$ cat src/rtl/rotate_ctrl_pkg.sv
// Shared types and constants for the rotation sequencer.
// ROTATE_WALL_KICK_EN selects the three-entry kick table (0, -1, +1).
package rotate_ctrl_pkg;

    localparam int unsigned MASK_W = 16;

    typedef enum logic [2:0] {
        StIdle,
        StIssue,
        StWait,
        StCommit,
        StReject
    } state_e;

`ifdef ROTATE_WALL_KICK_EN
    localparam int unsigned NumKicks = 3;

    // Column offset tried for each successive collision query.
    function automatic int kick_offset(input logic [1:0] kick);
        case (kick)
            2'd1:    return -1;
            2'd2:    return 1;
            default: return 0;
        endcase
    endfunction
`endif

endpackage

$ cat src/rtl/rotate_4x4.sv
// Combinational 4x4 mask rotation, row-major with index r*4+c.
module rotate_4x4
    import rotate_ctrl_pkg::*;
(
    input  logic [0:MASK_W-1] mask_i,
    input  logic              dir_i,    // 0 = clockwise, 1 = counter-clockwise
    output logic [0:MASK_W-1] rotated_o
);

    always_comb begin
        rotated_o = '0;
        for (int i = 0; i < 4; i++) begin
            for (int j = 0; j < 4; j++) begin
                rotated_o[i*4+j] = dir_i ? mask_i[(3-j)*4+i] : mask_i[j*4+3-i];
            end
        end
    end

endmodule

$ cat src/rtl/rotate_ctrl.sv
// One rotation per request: rotate, query the collision checker, commit or reject.
// ROTATE_WALL_KICK_EN enables retries at column offsets -1 and +1.
module rotate_ctrl
    import rotate_ctrl_pkg::*;
#(
    parameter int unsigned XW      = 5,
    parameter int unsigned YW      = 5,
    parameter int unsigned TIMEOUT = 15
) (
    input  logic              clk,
    input  logic              rst,
    input  logic              rot_req,
    input  logic              rot_dir,
    input  logic [0:MASK_W-1] float_in,
    input  logic [XW-1:0]     pos_x,
    input  logic [YW-1:0]     pos_y,
    output logic              busy,
    output logic              chk_req,
    output logic [0:MASK_W-1] chk_float,
    output logic [XW-1:0]     chk_x,
    output logic [YW-1:0]     chk_y,
    input  logic              chk_ack,
    input  logic              chk_hit,
    output logic              done,
    output logic              accepted,
    output logic [0:MASK_W-1] new_float,
    output logic [XW-1:0]     new_x
);

    localparam int unsigned CntW = $clog2(TIMEOUT + 1);

    state_e            state_q;
    logic [0:MASK_W-1] rotated;
    logic [0:MASK_W-1] cand_q;
    logic [0:MASK_W-1] float_q;
    logic [XW-1:0]     posx_q;
    logic [YW-1:0]     posy_q;
    logic [CntW-1:0]   cnt_q;
    logic              last_kick;

`ifdef ROTATE_WALL_KICK_EN
    logic [1:0] kick_q;
    assign last_kick = (kick_q == 2'(NumKicks - 1));
`else
    assign last_kick = 1'b1;
`endif

    rotate_4x4 u_rotate (
        .mask_i    (float_in),
        .dir_i     (rot_dir),
        .rotated_o (rotated)
    );

    always_ff @(posedge clk or posedge rst) begin
        if (rst) begin
            state_q   <= StIdle;
            cand_q    <= '0;
            float_q   <= '0;
            posx_q    <= '0;
            posy_q    <= '0;
            cnt_q     <= '0;
`ifdef ROTATE_WALL_KICK_EN
            kick_q    <= '0;
`endif
            busy      <= 1'b0;
            chk_req   <= 1'b0;
            chk_float <= '0;
            chk_x     <= '0;
            chk_y     <= '0;
            done      <= 1'b0;
            accepted  <= 1'b0;
            new_float <= '0;
            new_x     <= '0;
        end else begin
            done     <= 1'b0;
            accepted <= 1'b0;
            case (state_q)
                StIdle: begin
                    if (rot_req) begin
                        cand_q  <= rotated;
                        float_q <= float_in;
                        posx_q  <= pos_x;
                        posy_q  <= pos_y;
                        cnt_q   <= '0;
`ifdef ROTATE_WALL_KICK_EN
                        kick_q  <= '0;
`endif
                        busy    <= 1'b1;
                        state_q <= StIssue;
                    end
                end
                StIssue: begin
                    chk_req   <= 1'b1;
                    chk_float <= cand_q;
`ifdef ROTATE_WALL_KICK_EN
                    chk_x     <= posx_q + XW'(kick_offset(kick_q));
`else
                    chk_x     <= posx_q;
`endif
                    chk_y     <= posy_q;
                    cnt_q     <= '0;
                    state_q   <= StWait;
                end
                StWait: begin
                    if (chk_ack && !chk_hit) begin
                        chk_req   <= 1'b0;
                        done      <= 1'b1;
                        accepted  <= 1'b1;
                        new_float <= cand_q;
                        new_x     <= chk_x;
                        state_q   <= StCommit;
                    end else if (chk_ack || cnt_q == CntW'(TIMEOUT - 1)) begin
                        // A missing ack is treated exactly like a hit.
                        chk_req <= 1'b0;
                        if (!last_kick) begin
`ifdef ROTATE_WALL_KICK_EN
                            kick_q <= kick_q + 2'd1;
`endif
                            cnt_q   <= '0;
                            state_q <= StIssue;
                        end else begin
                            done      <= 1'b1;
                            new_float <= float_q;
                            new_x     <= posx_q;
                            state_q   <= StReject;
                        end
                    end else begin
                        cnt_q <= cnt_q + CntW'(1);
                    end
                end
                StCommit, StReject: begin
                    busy    <= 1'b0;
                    state_q <= StIdle;
                end
                default: state_q <= StIdle;
            endcase
        end
    end

endmodule

$ cat config.mk
export PLATFORM = sky130hd
export DESIGN_NAME = rotate_ctrl
export DESIGN_NICKNAME = d
export VERILOG_FILES = /design/src/rtl/rotate_ctrl_pkg.sv /design/src/rtl/rotate_4x4.sv /design/src/rtl/rotate_ctrl.sv
export SDC_FILE = /design/constraint.sdc
export NUM_CORES = 1
export LEC_CHECK = 0
export ABC_AREA = 1
export CAP_MARGIN = 20
export CORE_MARGIN = 2
export CORE_UTILIZATION = 56
export CTS_CLUSTER_DIAMETER = 100
export DETAILED_ROUTE_END_ITERATION = 7
export PLACE_DENSITY = 0.85
export SYNTH_ARGS = -nofsm -noshare
export SYNTH_HDL_FRONTEND = slang
export SYNTH_SLANG_ARGS = --single-unit
$ cat constraint.sdc
create_clock -name clk -period 8.6 [get_ports clk]
set_input_delay 2.58 -clock clk [delete_from_list [all_inputs] [get_ports clk]]
set_output_delay 2.58 -clock clk [all_outputs]
set_load 0.03 [all_outputs]
* Word-level counts from Yosys, hierarchy flattened *
Index checks and enable logic that the tools add are counted.

operators by class
  divide/modulo/power cells = 0
  shift operators = 0
  $mul = 0
  reductions and logical operators = 15
  bitwise operators = 0
  muxes and demuxes = 38
  add/sub/neg operators = 1
  equal/unequal tests = 9
  $lt $le $gt $ge = 0

operators by type and width
  kind                                           count
  2-to-1 mux 16 bit                              2
  2-to-1 mux 1 bit                               24
  2-to-1 mux 4 bit                               3
  one-hot mux 4 bit (3 select lines)             1
  2-to-1 mux 5 bit                               2
  AND reduction 2 bit                            5
  2-to-1 mux 3 bit                               3
  one-hot mux 3 bit (3 select lines)             1
  == test 3 x 2 -> 1 bit, second input constant  2
  != test 2 bit, second input constant           3
  nonzero test 2 bit                             3
  adder 4 x 1 -> 4 bit, second input constant    1
  == test 4 bit, second input constant           1
  one-hot mux 1 bit (2 select lines)             2
  AND reduction 4 bit                            1
  == test 3 x 1 -> 1 bit, second input constant  1
  == test 3 bit, second input constant           1
  logical NOT 3 bit                              1
  != test 3 bit, second input constant           1
  nonzero test 3 bit                             1
  OR reduction 2 bit                             1
  logical AND 1 bit                              1
  logical NOT 1 bit                              1
  logical OR 1 bit                               1

storage, ports and cells
  bits in read-only memories = 0
  input bits = 32
  word-level logic and storage cells = 78
  output and inout bits = 51
  memories = 0
  bits in writable memories = 0
  register bits after elaboration = 100
  latch bits = 0

* Longest topological paths before layout *
Gate-level depths: netlist (run 1).

  depth after elaboration = 5
  gate-level depth with buffers = 8
  gate-level depth less buffers = 8

* Cells and area by module *
From an unflattened synthesis (run 1), not the netlist that was laid out.

second synthesis, totals
  cell total of the unflattened synthesis = 502
  area total of the unflattened synthesis = 4528.1 µm²

modules (own cells, without submodules)
  module       area an instance (µm²)  sequential area each (µm²)  cells an instance  instances
  rotate_ctrl  4244.1                  2502.4                      450                1
  rotate_4x4   284.0                   0.0                         52                 1

* Least setup slack after synthesis (run 1) *
OpenSTA, ideal clock, no wires.

  path kind = input -> register
  from = input port chk_ack
  to = register cnt_q[0]
  buffers on the path = 0
  arrival = 3.253 ns
  setup slack = 5.226 ns
  cell stages on the path = 7
  path through = inv_1 -> nor2_4 -> nand3_1 -> nand2_1 -> inv_1 -> nand3_1 -> nand2_1

on the way
  cells in the longest elaborated chain, start to end = 3

ends and longest elaborated chain
  element                                                RTL line                                text
  start, declared                                        rotate_ctrl.sv:22                       input logic chk_ack,
  logical OR 1 bit or logical AND 1 bit (tied branches)  rotate_ctrl.sv:112, rotate_ctrl.sv:105
  != test 2 bit (no line)                                -
  AND reduction 4 bit (no line) (*)                      -
  end signal, assigned                                   rotate_ctrl.sv:128                      cnt_q <= cnt_q + CntW'(1);
  end, declared                                          rotate_ctrl.sv:38                       logic [CntW-1:0] cnt_q;

Mark *: on every way between the ends. The rest lies on a longest branch, timed or not.
A chain may end at the register's enable or synchronous reset.

* Worst setup path in the final report (run 1) *
  from = input port chk_ack
  to = register cnt_q[3]

Same word-level chain as after synthesis.

==> run_results.csv, run 1 <==
group,metric,value,unit
outcome,status,"finished clean",
sta,tns,0,ns
global_routing,grt-ovfl-total,0,
placement,io_buffer_count,82,
sta,fin_worst_skew,0.0101,ns
layout,fin_util,70.8,%
synth,synth_area,0.00435,mm^2
setup_path,critPathMaxStageDelay,0.67,ns
power_and_ir_drop,combPwrFrac,45.5,%
placement,post_dp_cell_area,0.00516,mm^2
layout,fill_cells,580,
layout,seq_area,0.00250,mm^2
sta,hold_viol_final,0,
floorplanning,die-height,92.2,um
sta,setup_viol,0,
layout,area_growth,23.7,%
global_routing,grt_pass1_vias,3425,
layout,multi_input_area,0.00148,mm^2
synth,ys_seq_area_share,57.5,%
sta,rsz0062_at_grt,"no",
power_and_ir_drop,clock_power_share,16.0,%
power_and_ir_drop,internal_power,0.00119,W
layout,stdcell_area,0.00538,mm^2
setup_path,path_max_fanout,44,
layout,mostFrequentLayoutCells,"134 x nand2_1, 100 x dfrtp_1, 82 x clkdlybuf4s50_1",
floorplanning,ios,83,
floorplanning,initial_utilization,57.2,%
sta,drv_slew,0,
detailed_routing,via_per_inst,5.32,
setup_path,setup.worst_path.end_class,"flop",
clocking,clkSlewWorstSetupHoldPaths,0.09,ns
layout,drive_gt1_share,8.36,%
synth,synthCells,475,
sta,fin_hold_ws,0.485,ns
layout,finalNetCount,579,
detailed_routing,routedWlPerCell,14.6,um
clocking,cts_tree,"yes",
power_and_ir_drop,power.switching,0.000866,W
setup_path,critPathBufInv,3,
global_routing,track_usage,24.5,%
clocking,htreeDepth,3,
synth,synth_cell_types,25,
detailed_routing,drc_errors,0,
clocking,clockBufferDepth,2,
setup_path,criticalPathCategory,"primary input to flop",
detailed_routing,drt_iter0_markers,212,
setup_path,crit_family,"simple AND/OR/NAND/NOR gates",
placement,gp_congestion,0.791,
clocking,numCtsBuffers,9,
floorplanning,die_area,0.00849,mm^2
global_routing,grt_first_pass_wirelength,16.2,mm
global_routing,grt_max_degree,56,
power_and_ir_drop,p_per_area,383,mW/mm^2
flow_run,max_cap_violations,0,
floorplanning,core,0.00761,mm^2
synth,synth_fp_nets,509,
synth,ys_ff_latch,100,
setup_path,crit_chain,"clkdlybuf4s50_1, inv_1, nor2_4, nand3_1, nand2_1, inv_1, nand3_1, nand2_1",
floorplanning,die_w,92.2,um
synth,postSynthAreaPerCell,9.16,um^2
clocking,cts.repair.resized,0,
layout,antenna_cells,0,
synth,yosysWarnings,0,
power_and_ir_drop,p_leak,2.56,nW
hold_path,min_path_type,"flop to flop",
power_and_ir_drop,total_power,0.00206,W
placement,dpl.hpwl,6.32,mm
setup_path,crit_arrival,4.58,ns
setup_path,worstPathRequired,8.85,ns
sta,relSlewSlack,29.5,%
detailed_routing,drt-total-wl,9.51,mm
clocking,cts_sinks,100,
sta,finalCriticalPeriod,4.33,ns
detailed_routing,detail_route.first_pass.iterations,5,
power_and_ir_drop,p_seq_share,38.5,%
clocking,clk_latency,0.37,ns
power_and_ir_drop,switching_share,42.0,%
floorplanning,row_count,32,
sta,period_share,50.4,%
clocking,hold_buffers,0,
detailed_routing,ant_nets,0,
sta,fmax,231,MHz
setup_path,start_kind,"primary input",
clocking,cts_setup_buffers,0,
global_routing,antenna_found_initial,0,
layout,final_common_cell,"nand2_1",
sta,worst_pin_slew,1.05,ns
setup_path,crit_path_top_delay_cell,"nor2_4",
power_and_ir_drop,peakVddDrop,0.000213,V
detailed_routing,num_vias,3471,
clocking,cts_root_buf,"clkbuf_8",
## synthesized netlist by cell type, drive strengths merged
cell	n	share of area, %
inv	57	5.0
o21ai	102	13
xnor2	1	0.20
a21oi	7	0.89
o211ai	15	2.6
nor3	2	0.23
clkbuf	6	0.52
o21bai	4	0.69
ha	2	0.57
dfrtp	100	58
nand2	136	12
nand3	11	1.4
buf	18	3.0
nor2	14	2.1
## cell families after synthesis
logic type	count (synthesis)	synth area share (%)
adders and majority gates	2	0.575
xor gates and xnor gates	1	0.201
buffers and inverters	81	8.48
and+or+nand+nor	163	15.8
AOI/OAI and AO/OA	128	17.5
DFF	100	57.5
## worst paths after layout
path	from	end	slack, ns	cells past startpoint
hold reg to reg	new_x[4]$_DFFE_PP0P_	new_x[4]$_DFFE_PP0P_	0.49	2
hold / removal	new_x[4]$_DFFE_PP0P_	new_x[4]$_DFFE_PP0P_	0.49	2
max in group asynchronous	rst	busy$_DFFE_PP0P_	4.89	3
setup / recovery	chk_ack	cnt_q[3]$_DFFE_PP0P_	4.27	8
setup reg to reg	cnt_q[0]$_DFFE_PP0P_	cnt_q[0]$_DFFE_PP0P_	6.58	8
min in group asynchronous	rst	cand_q[9]$_DFFE_PP0P_	2.62	2
## layer usage
metal	wire (um)	part of all wire, %	track usage (%)
met1	4090	43	32.3
met2	4660	49	40.1
met3	565	5.9	4.93
met4	198	2.1	10.3
met5	0	0	0
## metrics by stage
stage          instances  setup WS [ns]
3_3_place_gp         636           4.02
6_report             652           4.27
2_1_floorplan        475           3.40
4_1_cts              652           4.30
3_5_place_dp         636           3.93
5_1_grt              652           4.12
## area by class of cell
type,instances,share of cell area (%)
sequential,100,46.5
multi-input combinational,294,27.5
timing repair buffer,83,15.4
inverter,57,4.07
clock buffer,10,2.56
tap,102,2.37
clock inverter,6,1.63
## sequential cells by signal (all words and copies together) (netlist names), 3 cells and up
name and cells:
cand_q 16, chk_float 16, chk_x 5, chk_y 5
cnt_q 4, float_q 16, new_float 16, new_x 5
posx_q 5, posy_q 5, state_q 3
## worst register-to-register path, cell delays in order (launching register included)
cell and delay, ns:
dfrtp_1 0.43, inv_1 0.08, ha_1 0.21, nand3_1 0.11, nand2_1 0.13, nand2_4 0.44
nand2_1 0.25, o21bai_1 0.21, nand2_1 0.07
## power groups by stage
stage | combinational (W) | sequential [W] | clock (W)
after floorplan | 0.000428 | 0.000984 | 0
after global placement | 0.000910 | 0.000791 | 0
after detailed placement | 0.000936 | 0.000800 | 0
after CTS | 0.000944 | 0.000793 | 0.000334
after global routing | 0.00103 | 0.000819 | 0.000355
final | 0.000936 | 0.000793 | 0.000330
(Power assumes the default switching activity.)
==> inputs of run 2 (changes only) <==
--- a/config.mk
+++ b/config.mk
@@ -8,10 +8,10 @@
 export ABC_AREA = 1
 export CAP_MARGIN = 20
 export CORE_MARGIN = 2
-export CORE_UTILIZATION = 56
+export CORE_UTILIZATION = 47
 export CTS_CLUSTER_DIAMETER = 100
 export DETAILED_ROUTE_END_ITERATION = 7
-export PLACE_DENSITY = 0.85
+export PLACE_DENSITY = 0.76
 export SYNTH_ARGS = -nofsm -noshare
 export SYNTH_HDL_FRONTEND = slang
 export SYNTH_SLANG_ARGS = --single-unit
==> constraint.sdc (replaced) <==
create_clock -name clk -period 3.8 [get_ports clk]
set_input_delay 1.14 -clock clk [delete_from_list [all_inputs] [get_ports clk]]
set_output_delay 1.14 -clock clk [all_outputs]
set_load 0.03 [all_outputs]
==> run 2 against run 1 <==
Sequential share of layout area decreased by 0.42 points. Total power increased by 130%. Cell count increased by 2.0%. Combinational power increased by 130%. Clock-buffer cell count unchanged. Setup slack got worse by 3.1 ns. Via count decreased by 2.2%. Core utilization decreased by 11 points. Largest cell class unchanged.
==> run_results.csv, run 2 (synthesized netlist as in run 1, its figures left out) <==
group,metric,value,unit
outcome,status,"finished clean",
detailed_routing,drc_errors,0,
sta,relSlewSlack,33.8,%
layout,antenna_cells,0,
setup_path,crit_path_top_delay_cell,"clkdlybuf4s50_1",
floorplanning,initial_utilization,47.8,%
sta,period_share,68.4,%
sta,worst_slack,1.20,ns
floorplanning,die_w,100,um
setup_path,crit_arrival,1.46,ns
power_and_ir_drop,peakVddDrop,0.000353,V
clocking,clockBufferDepth,2,
sta,hold_viol_final,0,
layout,area_growth,24.8,%
global_routing,grt-ovfl-total,0,
global_routing,antenna_found_initial,0,
layout,fin_cells,665,
detailed_routing,routedWlPerCell,14.5,um
sta,fin_hold_ws,0.474,ns
setup_path,start_kind,"flop",
clocking,cts_root_buf,"clkbuf_8",
layout,stdcell_area,0.00543,mm^2
layout,mostFrequentLayoutCells,"134 x nand2_1, 100 x dfrtp_1, 82 x clkdlybuf4s50_1",
clocking,clkSlewWorstSetupHoldPaths,0.09,ns
detailed_routing,drt_iter0_markers,136,
power_and_ir_drop,clock_power_share,15.7,%
power_and_ir_drop,p_leak,2.60,nW
layout,multi_input_area,0.00148,mm^2
detailed_routing,ant_nets,0,
placement,gp_congestion,0.805,
clocking,htreeDepth,3,
power_and_ir_drop,switching_share,41.8,%
floorplanning,die_area,0.0100,mm^2
detailed_routing,detail_route.first_pass.iterations,5,
setup_path,criticalPathCategory,"flop to primary output",
placement,dpl.hpwl,6.55,mm
clocking,hold_buffers,0,
global_routing,track_usage,20.3,%
power_and_ir_drop,p_seq_share,38.6,%
setup_path,crit_family,"buffers and inverters",
detailed_routing,drt-total-wl,9.65,mm
setup_path,setup.worst_path.end_class,"primary output",
placement,post_dp_cell_area,0.00520,mm^2
power_and_ir_drop,combPwrFrac,45.7,%
setup_path,critPathMaxStageDelay,0.69,ns
global_routing,grt_first_pass_wirelength,15.8,mm
sta,worst_pin_slew,0.990,ns
placement,io_buffer_count,82,
floorplanning,row_count,35,
setup_path,worstPathRequired,2.66,ns
sta,setup_viol,0,
power_and_ir_drop,p_per_area,857,mW/mm^2
placement,dpl_worst_slack,0.919,ns
setup_path,critPathBufInv,1,
global_routing,grt_pass1_vias,3306,
layout,seq_area,0.00250,mm^2
power_and_ir_drop,internal_power,0.00271,W
placement,dp.cells,649,
layout,finalNetCount,584,
clocking,numCtsBuffers,9,
setup_path,crit_chain,"clkdlybuf4s50_1",
sta,fin_worst_skew,0.00840,ns
clocking,cts.repair.resized,0,
floorplanning,ios,83,
detailed_routing,num_vias,3393,
clocking,clk_latency,0.37,ns
layout,drive_gt1_share,8.84,%
sta,tns,0,ns
power_and_ir_drop,power.switching,0.00194,W
hold_path,min_path_type,"flop to flop",
clocking,cts_tree,"yes",
sta,fmax,385,MHz
setup_path,path_max_fanout,2,
sta,drv_slew,0,
layout,final_common_cell,"nand2_1",
clocking,cts_sinks,100,
layout,fill_cells,819,
clocking,cts_setup_buffers,0,
flow_run,max_cap_violations,0,
floorplanning,core,0.00911,mm^2
sta,rsz0062_at_grt,"no",
floorplanning,die-height,100,um
global_routing,grt_max_degree,59,
detailed_routing,via_per_inst,5.10,
sta,finalCriticalPeriod,2.60,ns
[run 2: changes by cell type in the layout (fill, tap and decap cells not counted), sizes merged]
cell | before | now
buf | 1 | 6
clkinv | 1 | 2
clkinvlp | 3 | 1
[run 2: stage by stage]
stage / power, W / utilization [%]
finish: 0.00465 / 59.6
global route: 0.00498 / 59.6
CTS: 0.00466 / 59.3
detailed placement: 0.00393 / 57.1
global placement: 0.00386 / 57.1
floorplan: 0.00320 / -
[run 2: routing by layer]
layer | global-route usage [%] | wire (um)
met1 | 28.5 | 4430
met2 | 32.0 | 4560
met3 | 3.69 | 517
met4 | 7.06 | 144
met5 | 0 | 0
[run 2: path summary, 6_finish.rpt]
path,start,to,slack (ns),cells after the start
min in group asynchronous,rst,state_q[1]$_DFFE_PP0P_,1.25,2
worst max-delay path,new_float[12]$_DFFE_PP0P_,new_float[12],1.20,1
worst min-delay path,chk_req$_DFFE_PP0P_,chk_req$_DFFE_PP0P_,0.47,2
max in group asynchronous,rst,cand_q[2]$_DFFE_PP0P_,1.82,3
worst max register to register,cnt_q[0]$_DFFE_PP0P_,cnt_q[2]$_DFFE_PP0P_,1.76,8
worst min register to register,chk_req$_DFFE_PP0P_,chk_req$_DFFE_PP0P_,0.47,2
[run 2: layout make-up]
class | count | share of cell area [%]
clock inverter | 5 | 1.43
timing repair buffer | 88 | 16.3
tap | 111 | 2.56
clock buffer | 10 | 2.35
sequential | 100 | 46.1
multi-input combinational | 294 | 27.3
inverter | 57 | 4.03
[run 2: power groups by stage]
stage	Combinational, W	Sequential, W	Clock, W
2_1_floorplan	0.000968	0.00223	0
3_3_place_gp	0.00206	0.00180	0
3_5_place_dp	0.00212	0.00181	0
4_1_cts	0.00212	0.00180	0.000738
5_1_grt	0.00235	0.00185	0.000780
6_report	0.00213	0.00180	0.000729
==> variant 1: new RTL, config.mk and constraints of run 2 <==
The option `ROTATE_WALL_KICK_EN` is turned on by a define.
--- a/src/rtl/rotate_ctrl_pkg.sv
+++ b/src/rtl/rotate_ctrl_pkg.sv
@@ -1,5 +1,7 @@
 // Shared types and constants for the rotation sequencer.
 // ROTATE_WALL_KICK_EN selects the three-entry kick table (0, -1, +1).
+`define ROTATE_WALL_KICK_EN
+
 package rotate_ctrl_pkg;
 
     localparam int unsigned MASK_W = 16;
Function: changed (Yosys sat finds a counterexample within 4 cycles, from zero or initial values and one cycle with rst high).
==> variant 1 against run 2 <==
Design area is 4.8% higher; cell count is 9.2% higher; synthesized area is 6.1% higher; worst setup slack worse by 23 ps; routed wire length is 3.7% higher; power is 1.8% higher; register-to-register slack better by 80 ps; highest routed layer unchanged; synthesized cell count is 8.2% higher; global-route usage is 0.50 points lower; sequential cell count is 2 higher.
==> variant 1: results (changes against run 2) <==
[status]
status = completed  ; unchanged

[cells_and_area]
final_cells = 726  ; was 665
seq_cells = 102  ; was 100
fillers = 861  ; was 819
clock_area_share_pct = 3.58  ; was 3.78%
nMultiInputCombCells = 330  ; was 294
drive_gt1_share_pct = 9.11  ; was 8.84%
nNonClkBuffers = 86  ; was 88
fin_nets = 628  ; was 584
regArea_um2 = 2550  ; was 2500 um2
multi_input_area_um2 = 1680  ; was 1480 um2
seq_share_pct = 44.8  ; was 46.1%

[cts]
post_cts_resized = 0  ; unchanged
path_clk_slew_ps = 110  ; was 90 ps

[power]
clockPowerShare_pct = 15.0  ; was 15.7%
powerComb_w = 0.00219  ; was 0.00213 W
ir_drop_v = 0.000409  ; was 0.000353 V
p_leak_nw = 2.73  ; was 2.60 nW
comb_power_share_pct = 46.3  ; was 45.7%
intPower_w = 0.00270  ; was 0.00271 W

[sta]
whs_ps = 475  ; was 474 ps
slew_headroom_pct = 30.4  ; was 33.8%
fmax_mhz = 381  ; was 385 MHz

[grt]
grt_pass1_vias = 3472  ; was 3306
grt_max_degree = 53  ; was 59

[die]
core_area_um2 = 9640  ; was 9110 um2

[placement]
placed_cells = 710  ; was 649
dpl_worst_slack_ps = 880  ; was 919 ps
dp_hpwl_mm = 7.08  ; was 6.55 mm
place_congestion = 0.859  ; was 0.805
placed_area_um2 = 5490  ; was 5200 um2

[critical_path]
critPathArrivalTime_ps = 1480  ; was 1460 ps
r2r-end = cnt_q[0]  ; was cnt_q[2]
crit_end = chk_x[2]  ; was new_float[12]
critical_path.startpoint = chk_x[2]  ; was new_float[12]
r2r_setup_slack_ps = 1840  ; was 1760 ps
path_max_fanout = 3  ; was 2
r2r-start = state_q[2]  ; was cnt_q[0]

[synthesis]
postSynthAreaPerCell_um2 = 8.98  ; was 9.16 um2
yosysUniqueCellTypes = 28  ; was 25
synth_nets = 554  ; was 509
yosys-top-cells-area = dfrtp_1 55%, nand2_1 13%, o21ai_0 6.2%, inv_1 4.6%, o21ai_2 3.4%  ; was dfrtp_1 58%, nand2_1 12%, o21ai_0 7.2%, inv_1 4.7%, o21ai_2 3.6%
yosysSeqAreaShare_pct = 55.3  ; was 57.5%

[route]
firstDrtPassIters = 4  ; was 5
num_vias = 3659  ; was 3393
drt_iter0_markers = 155  ; was 136

[hold_path]
hold_path.startpoint = posy_q[2]  ; was chk_req

## variant 1: cell types whose count changed after synthesis, sizes merged, moves of 2 or more
cell and delta:
o21bai -3, nand4 +2, or2 +4, ha +6, xor2 +2, dfrtp +2, nor2 -8, nand3 +2
inv +2, o21ai -2, a21oi -3, nand2 +33
## variant 1: metal layers
layer | wire, um | GRT usage (%) | vias up
li1 | - | - | 1793
met1 | 4600 | 26.7 | 1764
met2 | 4710 | 32.2 | 90
met3 | 543 | 4.27 | 12
met4 | 137 | 6.48 | 0
met5 | 0 | 0 | -
## variant 1: cells by family (layout without fill, tap and decap cells)
logic type | count (synthesis) | in the layout | synth area share [%]
adder cells (fa/ha/maj) | 8 | 8 | 2.17
buffers and inverters | 82 | 161 | 8.37
AND/OR/NAND/NOR | 197 | 197 | 17.9
AO/OA/AOI/OAI | 121 | 121 | 15.5
flip-flops | 102 | 102 | 55.3
XOR/XNOR | 4 | 4 | 0.759
==> variant 2: new RTL, settings of run 2 <==
Without the edit above. Encoding of `state_e`: now one-hot (5 bits for 5 states).
--- a/src/rtl/rotate_ctrl_pkg.sv
+++ b/src/rtl/rotate_ctrl_pkg.sv
@@ -4,12 +4,12 @@
 
     localparam int unsigned MASK_W = 16;
 
-    typedef enum logic [2:0] {
-        StIdle,
-        StIssue,
-        StWait,
-        StCommit,
-        StReject
+    typedef enum logic [4:0] {
+        StIdle   = 5'b00001,
+        StIssue  = 5'b00010,
+        StWait   = 5'b00100,
+        StCommit = 5'b01000,
+        StReject = 5'b10000
     } state_e;
 
 `ifdef ROTATE_WALL_KICK_EN
Check against the original RTL: no difference found for any inputs over 10 cycles, from zero or initial values and one cycle with rst high; not proved beyond that.
==> variant 2 against run 2 <==
Synthesized area increased by 0.20%; highest routed layer unchanged; maximum frequency decreased by 0.14%; sequential cell count increased by 2; critical path depth unchanged; design area increased by 0.21%; worst setup slack got worse by 3.7 ps; synthesized cell count decreased by 0.63%; non-clock buffer count decreased by 1; register-to-register slack improved by 110 ps; power decreased by 8.2%; count of clock-buffer cells in the layout increased by 1; sequential power decreased by 3%; routed wire length decreased by 4.3%; critical endpoint is now new_float[7]; largest cell class unchanged.
==> variant 2: results (changes against run 2) <==
[critical_path]
critPathArrivalTime_ps = 1460  ; about the same
path_max_fanout = 2  ; unchanged
crit_family = buffers and inverters  ; unchanged
slowest_delay_ps = 690  ; about the same
r2r-start = cnt_q[0]  ; unchanged
r2r_setup_slack_ps = 1870  ; was 1760 ps
slowest_stage = clkdlybuf4s50_1  ; unchanged
r2r-end = new_float[3]  ; was cnt_q[2]

[sta]
fin_skew_ps = 11.3  ; was 8.40 ps
whs_ps = 477  ; was 474 ps
tightestPinTransition_ps = 987  ; was 990 ps

[hold_path]
hold_depth = 2  ; unchanged
hold_path.startpoint = float_q[3]  ; was chk_req
min_path_type = reg -> reg  ; unchanged
hold_path_end = float_q[3]  ; was chk_req

[placement]
portBuffers = 82  ; unchanged
place_congestion = 0.789  ; was 0.805
placed_area_um2 = 5220  ; was 5200 um2
dp_hpwl_mm = 6.36  ; was 6.55 mm

[cts]
numCtsBuffers = 9  ; unchanged
clk_path_buf_depth = 2  ; unchanged
htreeDepth = 3  ; unchanged
cts_root_buf = clkbuf_8  ; unchanged
path_clk_slew_ps = 100
postCtsSetupBuffers = 0  ; unchanged
post_cts_resized = 0  ; unchanged

[cells_and_area]
fin_nets = 580  ; was 584
diodes = 0  ; unchanged
fillers = 812  ; was 819
drive_gt1_share_pct = 9.07  ; was 8.84%

[grt]
grt_pass1_vias = 3172  ; was 3306
grt_max_degree = 58  ; was 59
met3_usage_pct = 4.11  ; was 3.69%
grtUsageMet2_pct = 27.6  ; was 32.0%
grt_pass1_wl_mm = 15.6  ; was 15.8 mm
grtUsageMet1_pct = 30.7  ; was 28.5%
antenna_found_initial = 0  ; unchanged
globalRouteTotalUtil_pct = 19.7  ; was 20.3%

[power]
ir_drop_v = 0.000348  ; was 0.000353 V
p_leak_nw = 2.53  ; was 2.60 nW

[die]
core_area_um2 = 9110  ; unchanged

[synthesis]
synth-async-reset-ratio_pct = 100  ; unchanged
synthFlopType = dfrtp_1  ; unchanged
yosysSeqAreaShare_pct = 58.6  ; was 57.5%
yosys-top-cells-area = dfrtp_1 58%, nand2_1 11%, o21ai_0 7.7%, inv_1 4.1%, o21ai_2 3.0%  ; was dfrtp_1 58%, nand2_1 12%, o21ai_0 7.2%, inv_1 4.7%, o21ai_2 3.6%
synth_nets = 506  ; was 509
synth.top_cell.area_share_pct = 58.0  ; was 57.5%
yosys-top-cells-count = 132 x nand2_1, 101 x dfrtp_1, 67 x o21ai_0, 48 x inv_1, 21 x o21ai_1  ; was 134 x nand2_1, 100 x dfrtp_1, 63 x o21ai_0, 55 x inv_1, 21 x o21ai_1
yosysUniqueCellTypes = 29  ; was 25

[route]
drt_iter0_markers = 199  ; was 136
drt-vias-per-instance = 5.04  ; was 5.10
wl_per_cell_um = 13.9  ; was 14.5 um
firstDrtPassIters = 4  ; was 5

[status]
status = completed  ; unchanged

variant 2: cell types whose count changed in the layout (fill, tap and decap cells not counted), moves of 3 or more:
cell,run 2,this run
inv_1,54,47
nor2_1,10,17
o21ai_0,63,67
nand3_1,10,7
nand3_2,1,4
o21ai_2,18,15
o21bai_1,4,1
variant 2: kinds of logic (layout without fill, tap and decap cells):
| logic type | Yosys count | count (layout) | share of synthesized area (%) |
|---|---|---|---|
| simple gates | 168 | 168 | 16.4 |
| compound gates | 124 | 124 | 16.5 |
| flops | 102 | 102 | 58.6 |
| buf+inv | 75 | 154 | 7.75 |
| fa+ha+maj | 2 | 2 | 0.574 |
| xor+xnor | 1 | 1 | 0.201 |
variant 2: metrics by stage:
step	total power, W	util [%]	instances	setup WS [ps]
2_1_floorplan	0.00298	-	472	1440
3_3_place_gp	0.00358	57.3	645	1000
3_5_place_dp	0.00364	57.3	645	961
4_1_cts	0.00429	59.5	661	1200
5_1_grt	0.00458	59.8	662	1150
6_report	0.00427	59.8	662	1200
variant 2: area by class of cell:
class,count,area [um2],share of cell area (%)
sequential,102,2550,46.9
multi-input combinational,295,1470,27.0
timing repair buffer,87,891,16.4
inverter,51,198,3.63
clock buffer,11,151,2.78
tap,111,139,2.55
clock inverter,5,41.3,0.759
variant 2: worst reg2reg max path, stage by stage, from the launching register on:
cell and delay (ps):
dfrtp_1 430, inv_1 100, ha_1 160, nand3_1 80, nand2_1 140, nand3_2 400
buf_4 380, nand2_1 80, o21ai_0 70
variant 2: routing by layer:
layer | vias to the layer above | routed length (um)
met2 | 89 | 4220
li1 | 1667 | -
met3 | 6 | 486
met1 | 1574 | 4430
met4 | 0 | 82
met5 | - | 0
variant 2: where the power goes:
group,leakage [nW],switching [W],total (W),internal (W)
registers,1.29,0.000222,0.00175,0.00153
logic,1.15,0.00116,0.00187,0.000706
clock network,0.0922,0.000375,0.000654,0.000279
total,2.53,0.00176,0.00427,0.00252
variant 2: worst max-delay path by stage:
stage                         end  slack (ps)          start  cells past startpoint
floorplan                accepted        1440            rst                      1
global placement         new_x[1]        1000        chk_ack                      6
detailed placement   new_float[3]         960        chk_ack                      7
CTS                 new_float[13]        1200  new_float[13]                      1
global route        new_float[13]        1150  new_float[13]                      1
finish               new_float[7]        1200   new_float[7]                      1
